===== config.mk =====
export PLATFORM = sky130hd
export DESIGN_NAME = tt_cpu_io_bridge_flat
export DESIGN_NICKNAME = d
export VERILOG_FILES = /design/src/rtl/tt_iobridge_pkg.sv /design/src/rtl/tt_cpu_io_bridge_if.sv /design/src/rtl/tt_pin_sync.sv /design/src/rtl/tt_cpu_io_bridge.sv /design/src/flat_wrapper.sv
export SDC_FILE = /design/constraint.sdc
export NUM_CORES = 1
export LEC_CHECK = 0
export ABC_AREA = 1
export ABC_CLOCK_PERIOD_IN_PS = 1700
export CELL_PAD_IN_SITES_DETAIL_PLACEMENT = 0
export CELL_PAD_IN_SITES_GLOBAL_PLACEMENT = 1
export CORE_MARGIN = 2
export CORE_UTILIZATION = 39
export DETAILED_ROUTE_END_ITERATION = 8
export GPL_TIMING_DRIVEN = 0
export PLACE_DENSITY = 0.76
export REMOVE_ABC_BUFFERS = 1
export SETUP_SLACK_MARGIN = 0.15
export SYNTH_ARGS = -nofsm -noshare
export SYNTH_HDL_FRONTEND = slang
export SYNTH_HIERARCHICAL = 1
export SYNTH_SLANG_ARGS = --single-unit

===== constraint.sdc =====
create_clock -name clk -period 1.7 [get_ports clk]
set_input_delay 0.34 -clock clk [delete_from_list [all_inputs] [get_ports clk]]
set_output_delay 0.34 -clock clk [all_outputs]
set_load 0.05 [all_outputs]

===== src/rtl/tt_iobridge_pkg.sv =====
// -----------------------------------------------------------------------------
// tt_iobridge_pkg
// Shared definitions for the TinyTapeout CPU IO bridge:
//   - mode_e        : pin-selected operating mode (RUN / LOAD / SET_ADDR / HOLD)
//   - calc_bytes    : number of pin bytes that make up one program-memory word
//   - cksum_update  : running XOR checksum step for loaded bytes
//   - UIO_*         : bit positions inside uio_in / uio_out
// -----------------------------------------------------------------------------
package tt_iobridge_pkg;

    typedef enum logic [1:0] {
        MODE_RUN      = 2'b00,
        MODE_LOAD     = 2'b01,
        MODE_SET_ADDR = 2'b10,
        MODE_HOLD     = 2'b11
    } mode_e;

    // uio_in field positions
    localparam int UIO_MODE_HI = 7;
    localparam int UIO_MODE_LO = 6;
    localparam int UIO_STROBE  = 5;
    localparam int UIO_SEL_HI  = 4;
    localparam int UIO_SEL_LO  = 3;

    // uio_out status bit positions
    localparam int UIO_PENDING = 0;
    localparam int UIO_RUNNING = 1;
    localparam int UIO_WRAPPED = 2;

    // Pin bytes per program-memory word (first byte is least significant).
    function automatic int calc_bytes(input int data_width, input int in_width);
        return data_width / in_width;
    endfunction

    // One step of the 8-bit XOR checksum over accepted load bytes.
    function automatic logic [7:0] cksum_update(input logic [7:0] acc, input logic [7:0] b);
        return acc ^ b;
    endfunction

endpackage


===== src/rtl/tt_cpu_io_bridge_if.sv =====
// -----------------------------------------------------------------------------
// tt_cpu_io_bridge_if
// Pin-ring and core-side signal bundle of the bridge.
//   ui_in, uio_in, cpu_result          : into the bridge
//   uo_out, uio_out, uio_oe,
//   cpu_rst_n, pm_wr_en, pm_addr,
//   pm_wdata                           : out of the bridge
// modport slave  : the bridge itself
// modport master : the environment (IO ring + core) driving the bridge
// -----------------------------------------------------------------------------
interface tt_cpu_io_bridge_if #(
    parameter int DATA_WIDTH = 32,
    parameter int ADD_WIDTH  = 7
);
    logic [7:0]            ui_in;
    logic [7:0]            uio_in;
    logic [7:0]            uo_out;
    logic [7:0]            uio_out;
    logic [7:0]            uio_oe;
    logic [DATA_WIDTH-1:0] cpu_result;
    logic                  cpu_rst_n;
    logic                  pm_wr_en;
    logic [ADD_WIDTH-1:0]  pm_addr;
    logic [DATA_WIDTH-1:0] pm_wdata;

    modport slave (
        input  ui_in, uio_in, cpu_result,
        output uo_out, uio_out, uio_oe, cpu_rst_n, pm_wr_en, pm_addr, pm_wdata
    );

    modport master (
        output ui_in, uio_in, cpu_result,
        input  uo_out, uio_out, uio_oe, cpu_rst_n, pm_wr_en, pm_addr, pm_wdata
    );
endinterface


===== src/rtl/tt_pin_sync.sv =====
// -----------------------------------------------------------------------------
// tt_pin_sync
// Parametrised-width two-flop synchroniser for asynchronous pin inputs.
//   clk, rst_n : clock, async active-low reset
//   d_i        : raw pin bits
//   q_o        : synchronised bits (two clock edges of latency)
// RST_VAL lets the caller choose a safe value to present while reset is held.
// -----------------------------------------------------------------------------
module tt_pin_sync #(
    parameter int               WIDTH   = 1,
    parameter logic [WIDTH-1:0] RST_VAL = '0
) (
    input  logic             clk,
    input  logic             rst_n,
    input  logic [WIDTH-1:0] d_i,
    output logic [WIDTH-1:0] q_o
);

    logic [WIDTH-1:0] meta_q, meta_d;
    logic [WIDTH-1:0] sync_q, sync_d;

    // Next-state of the two synchroniser stages.
    always_comb begin
        meta_d = d_i;
        sync_d = meta_q;
    end

    // Synchroniser flops.
    always_ff @(posedge clk or negedge rst_n) begin
        if (!rst_n) begin
            meta_q <= RST_VAL;
            sync_q <= RST_VAL;
        end else begin
            meta_q <= meta_d;
            sync_q <= sync_d;
        end
    end

    assign q_o = sync_q;

endmodule


===== src/rtl/tt_cpu_io_bridge.sv =====
// -----------------------------------------------------------------------------
// tt_cpu_io_bridge
// Pin-side front end between the TinyTapeout IO ring and the RISC-V core.
// Assembles pin bytes into program-memory words with an auto-incrementing
// pointer, holds the core in reset unless in RUN, and shows a selectable byte
// of the core result (live or snapshotted) on uo_out.
//
// Ports:
//   clk, rst_n : clock, async active-low reset
//   bus        : tt_cpu_io_bridge_if.slave
//                ui_in    - load byte / address value
//                uio_in   - [7:6] mode, [5] strobe, [4:3] result byte select
//                uo_out   - display byte (registered)
//                uio_out  - [0] word_pending [1] cpu_running [2] addr_wrapped
//                uio_oe   - constant 8'h07
//                cpu_result, cpu_rst_n, pm_wr_en, pm_addr, pm_wdata
//
// Optional feature macro: TT_IOBRIDGE_CKSUM_EN
//   defined   - 8-bit XOR checksum of loaded bytes, shown in HOLD with select 3
//   undefined - no checksum register
// -----------------------------------------------------------------------------
module tt_cpu_io_bridge
    import tt_iobridge_pkg::*;
#(
    parameter int DATA_WIDTH = 32,
    parameter int ADD_WIDTH  = 7,
    parameter int IN_WIDTH   = 8
) (
    input  logic                clk,
    input  logic                rst_n,
    tt_cpu_io_bridge_if.slave   bus
);

    localparam int         BYTES    = calc_bytes(DATA_WIDTH, IN_WIDTH);
    localparam int         SYNC_W   = 1 + 2 + IN_WIDTH;
    localparam logic [1:0] LAST_IDX = 2'(BYTES - 1);
    // While reset is held the synchronised mode reads HOLD so the core is
    // never released and no byte can be loaded by a stale strobe.
    localparam logic [SYNC_W-1:0] SYNC_RST = {1'b0, MODE_HOLD, {IN_WIDTH{1'b0}}};

    // ---------------------------------------------------------------- sync
    logic [SYNC_W-1:0]   sync_out_s;
    logic                strobe_s;
    mode_e               mode_s;
    logic [IN_WIDTH-1:0] data_s;
    logic                strobe_rise_s;
    logic [1:0]          sel_s;
    logic                unused_pins_s;

    tt_pin_sync #(
        .WIDTH   (SYNC_W),
        .RST_VAL (SYNC_RST)
    ) u_pin_sync (
        .clk   (clk),
        .rst_n (rst_n),
        .d_i   ({bus.uio_in[UIO_STROBE], bus.uio_in[UIO_MODE_HI:UIO_MODE_LO],
                 bus.ui_in[IN_WIDTH-1:0]}),
        .q_o   (sync_out_s)
    );

    assign strobe_s      = sync_out_s[SYNC_W-1];
    assign mode_s        = mode_e'(sync_out_s[SYNC_W-2:SYNC_W-3]);
    assign data_s        = sync_out_s[IN_WIDTH-1:0];
    // The select only steers an output mux, so it is used without synchronising.
    assign sel_s         = bus.uio_in[UIO_SEL_HI:UIO_SEL_LO];
    assign unused_pins_s = ^bus.uio_in[2:0];

    // --------------------------------------------------------------- state
    logic                  strobe_prev_q, strobe_prev_d;
    logic [1:0]            byte_cnt_q,    byte_cnt_d;
    logic [DATA_WIDTH-1:0] wbuf_q,        wbuf_d;
    logic [ADD_WIDTH-1:0]  pointer_q,     pointer_d;
    logic                  wrapped_q,     wrapped_d;
    logic                  pm_wr_en_q,    pm_wr_en_d;
    logic [ADD_WIDTH-1:0]  pm_addr_q,     pm_addr_d;
    logic [DATA_WIDTH-1:0] pm_wdata_q,    pm_wdata_d;
    logic [DATA_WIDTH-1:0] snapshot_q,    snapshot_d;
    logic                  cpu_rst_n_q,   cpu_rst_n_d;
    logic [7:0]            uo_out_q,      uo_out_d;
    logic [7:0]            uio_out_q,     uio_out_d;
    logic [DATA_WIDTH-1:0] shifted_s;
`ifdef TT_IOBRIDGE_CKSUM_EN
    logic [7:0]            cksum_q,       cksum_d;
`endif

    assign strobe_rise_s = strobe_s & ~strobe_prev_q;
    // New byte enters at the top so that after BYTES shifts the first byte is LSB.
    assign shifted_s = (wbuf_q >> IN_WIDTH) | (DATA_WIDTH'(data_s) << (DATA_WIDTH - IN_WIDTH));

    // Byte lanes of the live result and the snapshot; lanes beyond BYTES read 0.
    logic [IN_WIDTH-1:0] live_bytes_s [4];
    logic [IN_WIDTH-1:0] held_bytes_s [4];
    for (genvar g = 0; g < 4; g++) begin : g_lane
        if (g < BYTES) begin : g_used
            assign live_bytes_s[g] = bus.cpu_result[g*IN_WIDTH +: IN_WIDTH];
            assign held_bytes_s[g] = snapshot_q[g*IN_WIDTH +: IN_WIDTH];
        end else begin : g_unused
            assign live_bytes_s[g] = '0;
            assign held_bytes_s[g] = '0;
        end
    end

    // Mode-dependent next-state: loading, pointer control and snapshot capture.
    always_comb begin
        strobe_prev_d = strobe_s;
        byte_cnt_d    = byte_cnt_q;
        wbuf_d        = wbuf_q;
        pointer_d     = pointer_q;
        wrapped_d     = wrapped_q;
        pm_wr_en_d    = 1'b0;
        pm_addr_d     = pm_addr_q;
        pm_wdata_d    = pm_wdata_q;
        snapshot_d    = snapshot_q;
        cpu_rst_n_d   = (mode_s == MODE_RUN);
`ifdef TT_IOBRIDGE_CKSUM_EN
        cksum_d       = cksum_q;
`endif
        case (mode_s)
            MODE_LOAD: begin
                if (strobe_rise_s) begin
                    wbuf_d = shifted_s;
`ifdef TT_IOBRIDGE_CKSUM_EN
                    cksum_d = cksum_update(cksum_q, 8'(data_s));
`endif
                    if (byte_cnt_q == LAST_IDX) begin
                        pm_wr_en_d = 1'b1;
                        pm_wdata_d = shifted_s;
                        pm_addr_d  = pointer_q;
                        pointer_d  = pointer_q + ADD_WIDTH'(1);
                        byte_cnt_d = 2'd0;
                        // Sticky: only SET_ADDR or reset clears it.
                        if (pointer_q == {ADD_WIDTH{1'b1}}) begin
                            wrapped_d = 1'b1;
                        end else begin
                            wrapped_d = wrapped_q;
                        end
                    end else begin
                        byte_cnt_d = byte_cnt_q + 2'd1;
                    end
                end else begin
                    byte_cnt_d = byte_cnt_q;
                end
            end
            MODE_SET_ADDR: begin
                byte_cnt_d = 2'd0;
                if (strobe_rise_s) begin
                    pointer_d = data_s[ADD_WIDTH-1:0];
                    wrapped_d = 1'b0;
`ifdef TT_IOBRIDGE_CKSUM_EN
                    cksum_d   = 8'h00;
`endif
                end else begin
                    pointer_d = pointer_q;
                end
            end
            MODE_HOLD: begin
                byte_cnt_d = 2'd0;
                if (strobe_rise_s) begin
                    snapshot_d = bus.cpu_result;
                end else begin
                    snapshot_d = snapshot_q;
                end
            end
            default: begin
                // RUN: strobes ignored, any partial word dropped.
                byte_cnt_d = 2'd0;
            end
        endcase
        uio_out_d = {5'b00000, wrapped_d, cpu_rst_n_d, (byte_cnt_d != 2'd0)};
    end

    // Display byte selection.
    always_comb begin
        uo_out_d = 8'h00;
        case (mode_s)
            MODE_RUN:      uo_out_d = 8'(live_bytes_s[sel_s]);
            MODE_HOLD: begin
`ifdef TT_IOBRIDGE_CKSUM_EN
                if (sel_s == 2'd3) begin
                    uo_out_d = cksum_q;
                end else begin
                    uo_out_d = 8'(held_bytes_s[sel_s]);
                end
`else
                uo_out_d = 8'(held_bytes_s[sel_s]);
`endif
            end
            MODE_LOAD:     uo_out_d = {byte_cnt_q, 6'b000000};
            MODE_SET_ADDR: uo_out_d = 8'(pointer_q);
            default:       uo_out_d = 8'h00;
        endcase
    end

    // Bridge state and registered outputs.
    always_ff @(posedge clk or negedge rst_n) begin
        if (!rst_n) begin
            strobe_prev_q <= 1'b0;
            byte_cnt_q    <= 2'd0;
            wbuf_q        <= '0;
            pointer_q     <= '0;
            wrapped_q     <= 1'b0;
            pm_wr_en_q    <= 1'b0;
            pm_addr_q     <= '0;
            pm_wdata_q    <= '0;
            snapshot_q    <= '0;
            cpu_rst_n_q   <= 1'b0;
            uo_out_q      <= 8'h00;
            uio_out_q     <= 8'h00;
        end else begin
            strobe_prev_q <= strobe_prev_d;
            byte_cnt_q    <= byte_cnt_d;
            wbuf_q        <= wbuf_d;
            pointer_q     <= pointer_d;
            wrapped_q     <= wrapped_d;
            pm_wr_en_q    <= pm_wr_en_d;
            pm_addr_q     <= pm_addr_d;
            pm_wdata_q    <= pm_wdata_d;
            snapshot_q    <= snapshot_d;
            cpu_rst_n_q   <= cpu_rst_n_d;
            uo_out_q      <= uo_out_d;
            uio_out_q     <= uio_out_d;
        end
    end

`ifdef TT_IOBRIDGE_CKSUM_EN
    // Checksum register.
    always_ff @(posedge clk or negedge rst_n) begin
        if (!rst_n) begin
            cksum_q <= 8'h00;
        end else begin
            cksum_q <= cksum_d;
        end
    end
`endif

    assign bus.uo_out    = uo_out_q;
    assign bus.uio_out   = uio_out_q;
    assign bus.uio_oe    = 8'h07;
    assign bus.cpu_rst_n = cpu_rst_n_q;
    assign bus.pm_wr_en  = pm_wr_en_q;
    assign bus.pm_addr   = pm_addr_q;
    assign bus.pm_wdata  = pm_wdata_q;

endmodule


===== src/flat_wrapper.sv =====
// flat-port wrapper written by rule: the top's interface ports become plain ports
module tt_cpu_io_bridge_flat import tt_iobridge_pkg::*;
#(
    parameter int DATA_WIDTH = 32,
    parameter int ADD_WIDTH  = 7,
    parameter int IN_WIDTH   = 8
)
  (clk, rst_n, bus_ui_in, bus_uio_in, bus_cpu_result, bus_uo_out, bus_uio_out, bus_uio_oe, bus_cpu_rst_n, bus_pm_wr_en, bus_pm_addr, bus_pm_wdata);
  tt_cpu_io_bridge_if #(.DATA_WIDTH(DATA_WIDTH), .ADD_WIDTH(ADD_WIDTH)) bus_i ();
  input  logic clk;
  input  logic rst_n;
  input wire logic [$bits(bus_i.ui_in)-1:0] bus_ui_in;
  input wire logic [$bits(bus_i.uio_in)-1:0] bus_uio_in;
  input wire logic [$bits(bus_i.cpu_result)-1:0] bus_cpu_result;
  output wire logic [$bits(bus_i.uo_out)-1:0] bus_uo_out;
  output wire logic [$bits(bus_i.uio_out)-1:0] bus_uio_out;
  output wire logic [$bits(bus_i.uio_oe)-1:0] bus_uio_oe;
  output wire logic [$bits(bus_i.cpu_rst_n)-1:0] bus_cpu_rst_n;
  output wire logic [$bits(bus_i.pm_wr_en)-1:0] bus_pm_wr_en;
  output wire logic [$bits(bus_i.pm_addr)-1:0] bus_pm_addr;
  output wire logic [$bits(bus_i.pm_wdata)-1:0] bus_pm_wdata;
  assign bus_i.ui_in = bus_ui_in;
  assign bus_i.uio_in = bus_uio_in;
  assign bus_i.cpu_result = bus_cpu_result;
  assign bus_uo_out = bus_i.uo_out;
  assign bus_uio_out = bus_i.uio_out;
  assign bus_uio_oe = bus_i.uio_oe;
  assign bus_cpu_rst_n = bus_i.cpu_rst_n;
  assign bus_pm_wr_en = bus_i.pm_wr_en;
  assign bus_pm_addr = bus_i.pm_addr;
  assign bus_pm_wdata = bus_i.pm_wdata;
  tt_cpu_io_bridge #(.DATA_WIDTH(DATA_WIDTH), .ADD_WIDTH(ADD_WIDTH), .IN_WIDTH(IN_WIDTH)) u_core (.clk(clk), .rst_n(rst_n), .bus(bus_i));
endmodule

* Word-level counts from Yosys, hierarchy flattened
Cells that the tools add are included.
** Storage, ports and cells
- Bits in registers :: 149
- Bits of input ports :: 50
- Output and inout bits :: 65
- Word-level logic and storage cells :: 58
** Cells by class
- Add/subtract/negate cells :: 2
- Order comparisons :: 1
- Equality and inequality tests :: 8
- Mux-type cells :: 22
- Bitwise operators :: 4
- Reductions and logical operators :: 7
** Operator list (count)
- 8-bit binary-select mux with 2-bit select :: 2
- 8-bit two-way mux :: 4
- 24-bit by 32-bit bitwise OR with 32-bit output :: 1
- 8-bit one-hot mux with 4 select lines :: 1
- 7-bit two-way mux :: 3
- 7-bit one-hot mux with 2 select lines :: 1
- 7-bit by 1-bit adder with 7-bit output, second input constant :: 1
- 7-bit == test, second input constant :: 1
- 1-bit two-way mux :: 7
- 2-bit == test, second input constant :: 3
- 2-bit two-way mux :: 3
- 2-bit by 1-bit inequality test with 1-bit output, second input constant :: 3
- 2-bit AND reduction :: 2
- 4-bit AND reduction :: 1
- 2-bit nonzero test :: 2
- 3-bit greater-or-equal comparator, second input constant :: 1
- 2-bit inverter with 3-bit output :: 1
- 3-bit AND reduction :: 1
- 2-bit by 1-bit adder with 2-bit output, second input constant :: 1
- 2-bit by 1-bit == test with 1-bit output, second input constant :: 1
- 2-bit zero test :: 1
- 1-bit one-hot mux with 2 select lines :: 1
- 1-bit bitwise AND :: 1
- 1-bit inverter :: 1

* Depth between registers and ports, before layout
- Word-level depth :: 5
- Depth in mapped cells :: 9
- Depth with buffers taken out :: 9

* Hierarchy
The synthesis kept the hierarchy.
** By module, submodules not included
- tt_cpu_io_bridge :: times used 1, cells each 628, area each 5420.2 µm², seq. area each 2927.8 µm²
- tt_pin_sync :: times used 1, cells each 22, area each 555.5 µm², seq. area each 555.5 µm²

* Least setup slack after synthesis
No wires, ideal clock.
- Kind :: flip-flop to flip-flop
- Start point :: register u_core.u_pin_sync.sync_q[8], in the netlist u_core/u_pin_sync/q_o[8]
- End point :: register u_core.wbuf_q[14]
- Library setup time :: 118 ps
- Arrival :: 1410 ps
- Data required time :: 1582 ps
- Setup slack :: 172 ps
- Cell stages (with the launch flop) :: 8
- Buffers on the path :: 1
- Clock period less this slack :: 1528 ps
- Cells stage by stage :: dfstp_2 ha_1 inv_2 nor2_4 inv_2 buf_6 nand2_1 o21ai_2
** Between the ends
- Word-level cells in the longest chain between the ends :: 2
** RTL lines
- start, declared :: RTL line tt_pin_sync.sv:20 : logic [WIDTH-1:0] sync_q, sync_d;
- start signal, assigned :: RTL line tt_pin_sync.sv:35 : sync_q <= sync_d;
- 2-bit by 1-bit == test with 1-bit output :: RTL line tt_cpu_io_bridge.sv:118 : case (mode_s)
- 2-bit AND reduction (no source line)
- end signal, assigned :: RTL line tt_cpu_io_bridge.sv:212 : wbuf_q <= wbuf_d;
- end, declared :: RTL line tt_cpu_io_bridge.sv:71 : logic [DATA_WIDTH-1:0] wbuf_q, wbuf_d;
Every way passes these cells.
A chain may end at the register's enable or synchronous reset.

* Worst setup path in the final report
- Start point :: register u_core.u_pin_sync.sync_q[9], in the netlist u_core/u_pin_sync/q_o[9]
- End point :: register u_core.uio_out_q[0], in the netlist u_core/bus.uio_out[0]
** Between the ends
- Word-level cells in the longest chain between the ends :: 3
** RTL lines
- 2-bit by 1-bit == test with 1-bit output :: RTL line tt_cpu_io_bridge.sv:118
- 2-bit two-way mux :: RTL line tt_cpu_io_bridge.sv:118
- named net u_core.byte_cnt_d[0] :: RTL line tt_cpu_io_bridge.sv:70 : logic [1:0] byte_cnt_q, byte_cnt_d;
- 2-bit nonzero test :: RTL line tt_cpu_io_bridge.sv:169 : uio_out_d = {5'b00000, wrapped_d, cpu_rst_n_d, (byte_cnt_d != 2'd0)};
- named net u_core.uio_out_d[0] :: RTL line tt_cpu_io_bridge.sv:80 : logic [7:0] uio_out_q, uio_out_d;
- end signal, assigned :: RTL line tt_cpu_io_bridge.sv:221 : uio_out_q <= uio_out_d;
- end, declared :: RTL line tt_cpu_io_bridge.sv:80
The timed path passes the listed nets, and every way through them passes these cells.

==> qor.txt <==
Status: finished, violations left
Failing checks: hold timing
Slew Limit Fails: 0
DR iter-0 viols: 280
PortBufs: 98
Hold Crit Class: in -> async
HPWL reported at the end of detailed placement: 8140 um
Core ar.: 0.0151 mm^2
CP startpoint kind: flip-flop
Routed len/inst: 15.3 um
Clock root buffer: clkbuf_16
Pwr/cell area: 1100 mW/mm^2
FMAX: 0.630 GHz
Combinational power share: 13.3%
Max Cap Violations: 0
Post-synthesis sequential area ratio: 58.3%
Post-Syn Area per Cell: 9.19 um^2
Most common cell after layout, fill and taps aside: nand2_1
Worst reg2reg path startpoint: u_core/u_pin_sync/q_o[9]
Clk sinks: 139
Die width: 128 um
CTS clock-pin slew for the worst setup and hold paths: 0.06 ns
CTS buffer count: 17
Unrepaired setup endpoints after global routing: yes
Slowest CP cell: dfstp_2
Synth unique cells: 31
WP data arrival: 1.88 ns
P&R area growth vs syn: 36.2%
DRT Pass-1 Iters: 4
Slew @ Worst Pin: 0.794 ns
Worst Path Required: 1.99 ns
WL final: 14800 um
Routed via count: 4702
Switch share: 25.4%
Hold Violations, Final: 20
Post-DP Area: 0.00697 mm^2
Crit end category: flip-flop
Psw: 2.27 mW
Final setup fails: 0
Clock Latency Late Sink: 0.42 ns
Hold-fix buffers, CTS: 0
Final Critical Period: 1.59 ns
Setup CP Type: reg -> reg
Share of cells above drive strength 1: 22.3%
Final net count: 823
Sequential Power Share: 43.9%
Flops & latches, synth: 139
GPL Wtd Cong: 0.771
Clock Skew: 0.00647 ns
FP Rows: 45
Largest stage delay, worst path: 0.57 ns
Via density: 4.86
Post-route DRC: 0
VDD IR max: 0.716 mV
Gate Count Post-Synth: 650
Hold WS: -0.00483 ns
Tcrit/Tclk final: 93.4%
Critical path, cell by cell: inv_4 > ha_4 > clkinv_4 > nor2_4 > buf_6 > o21ai_2 > inv_1 > or2_1
Final Cell Area: 0.00814 mm^2
Grt ovf: 0
Largest net degree at the start of global routing: 90
First-pass GRT wire length: 23700 um
Yosys warns: 6
Initial Util: 39.6%
IO Pins: 115
Die area: 0.0163 mm^2
Clock Path Buffers: 2
Max-Slew Margin vs Limit: 47.1%
Fill count: 1383
Crit Path Max Fanout: 4
Initial antenna violation count: 0
Total track usage: 18.8%
H-tree depth: 4
Commonest non-fill, non-tap cells in the layout: nand2_1 (205), dfrtp_1 (135), o21ai_0 (68)
Synth Cell Area: 0.00598 mm^2
ANT cells: 0
Die height: 128 um
Internal power: 6.68 mW
Setup crit start: u_core/u_pin_sync/q_o[9]
Final antenna-violating net count: 0
Clock network fraction of total power: 42.8%
Pwr Total: 8.95 mW
Leak: 3.85 nW
TritonCTS clock tree: built
Vias in the first global route: 4695
==> power groups by stage <==
stage               Clock (mW)  Sequential (mW)  Combinational (mW)
finish                    3.83             3.93                1.19
global route              4.06             3.98                1.34
CTS                       3.91             3.93                1.18
detailed placement           0             3.97                1.10
global placement             0             3.96                1.06
floorplan                    0             4.00               0.621
==> per-stage QoR <==
step	instances	hold WS [ns]	setup TNS [ns]	util (%)	worst slack (ns)
3_3_place_gp	900	0.335	-747.97	46.0	-5.12
6_report	968	-0.00483	0	53.9	0.112
3_5_place_dp	901	0.336	-38.08	46.2	-1.05
2_1_floorplan	614	0.0444	-1.31	-	-0.124
4_1_cts	962	0.0212	0	53.4	0.110
5_1_grt	968	0.0589	0	53.9	0.0393
==> layer usage <==
layer	global-route usage (%)	wire length, um	part of all wire, %	vias to the layer above
li1	-	-	-	2289
met1	24.1	6560	44	2280
met2	31.3	7400	50	122
met3	4.67	716	4.8	11
met4	6.21	149	1.0	0
met5	0	0	0	-
==> Yosys cell counts <==
cell / number / area share (%)
nand2_2: 1 / 0.10
nand3_4: 1 / 0.29
o21ai_2: 8 / 1.2
nand2_1: 206 / 13
dfrtp_1: 135 / 57
nand2_4: 1 / 0.19
buf_6: 3 / 0.57
clkbuf_2: 2 / 0.17
dfstp_2: 4 / 1.8
ha_1: 6 / 1.3
o21ai_0: 75 / 6.3
a211oi_1: 1 / 0.13
a21oi_1: 17 / 1.4
buf_4: 19 / 2.4
inv_2: 3 / 0.19
clkbuf_1: 12 / 0.75
o211ai_1: 8 / 1.0
o21bai_1: 1 / 0.13
a21boi_0: 1 / 0.13
nor2_4: 2 / 0.38
conb_1: 2 / 0.13
inv_1: 63 / 4.0
mux2_4: 2 / 0.50
nand4_1: 1 / 0.10
nor2_1: 5 / 0.31
or2_1: 1 / 0.10
mux2_2: 12 / 2.3
or2_2: 2 / 0.21
buf_2: 11 / 0.92
clkinv_1: 2 / 0.13
nand3_1: 43 / 3.6
==> final timing paths <==
kind	to	slack, ns	cells past startpoint
min in group clk	u_core/u_pin_sync/meta_q[8]	0.33	1
max reg2reg	u_core/bus.uio_out[0]	0.11	8
max in group asynchronous	u_core/snapshot_q[27]	0.97	2
min	u_core/bus.pm_wdata[31]	-0.005	1
max	u_core/bus.uio_out[0]	0.11	8
min reg2reg	u_core/u_pin_sync/q_o[0]	0.35	0
==> worst max-delay path: cells and delay by family (launching register included) <==
family                     cells  cell delay, ns
buffers and inverters          4            0.31
and+or+nand+nor                2            0.29
DFF                            1            0.57
AOI/OAI and AO/OA              1            0.12
adders and majority gates      1            0.17
==> cell families after synthesis <==
family	synth area share [%]
simple gates	18.2
flops	58.3
fa+ha+maj	1.26
buf+inv	9.07
other cells	0.126
compound gates	10.3
mux	2.76
==> flip-flops by register name (all words and copies together), names as in the netlist, named ones only <==
signal and flops:
u_core/snapshot_q 32, u_core/pointer_q 7, u_core/bus.uo_out 8, u_core/bus.pm_wdata 32
u_core/u_pin_sync/meta_q 11, u_core/u_pin_sync/q_o 11, u_core/bus.pm_addr 7, u_core/strobe_prev_q 1
u_core/wbuf_q 24, u_core/byte_cnt_q 2, u_core/bus.pm_wr_en 1, u_core/bus.uio_out 2
==> area by class of cell <==
| cell class | instances | area, um^2 | share of cell area, % |
|---|---|---|---|
| Clock inverter | 6 | 108 | 1.32 |
| Timing Repair Buffer | 125 | 1300 | 16.0 |
| Inverter | 68 | 277 | 3.40 |
| Sequential cell | 139 | 3480 | 42.8 |
| Tap cell | 188 | 235 | 2.89 |
| Multi-Input combinational cell | 416 | 2230 | 27.4 |
| Clock buffer | 26 | 509 | 6.26 |
==> what timing repair did <==
action | CTS | global route
endpoints found under the setup margin | 166 | 71
resized for setup | 195 | 23
pin swaps | 7 | 7
buffers inserted | 24 | 2
cloned | 5 | 4
No activity file was read; power rests on OpenSTA's default activity.
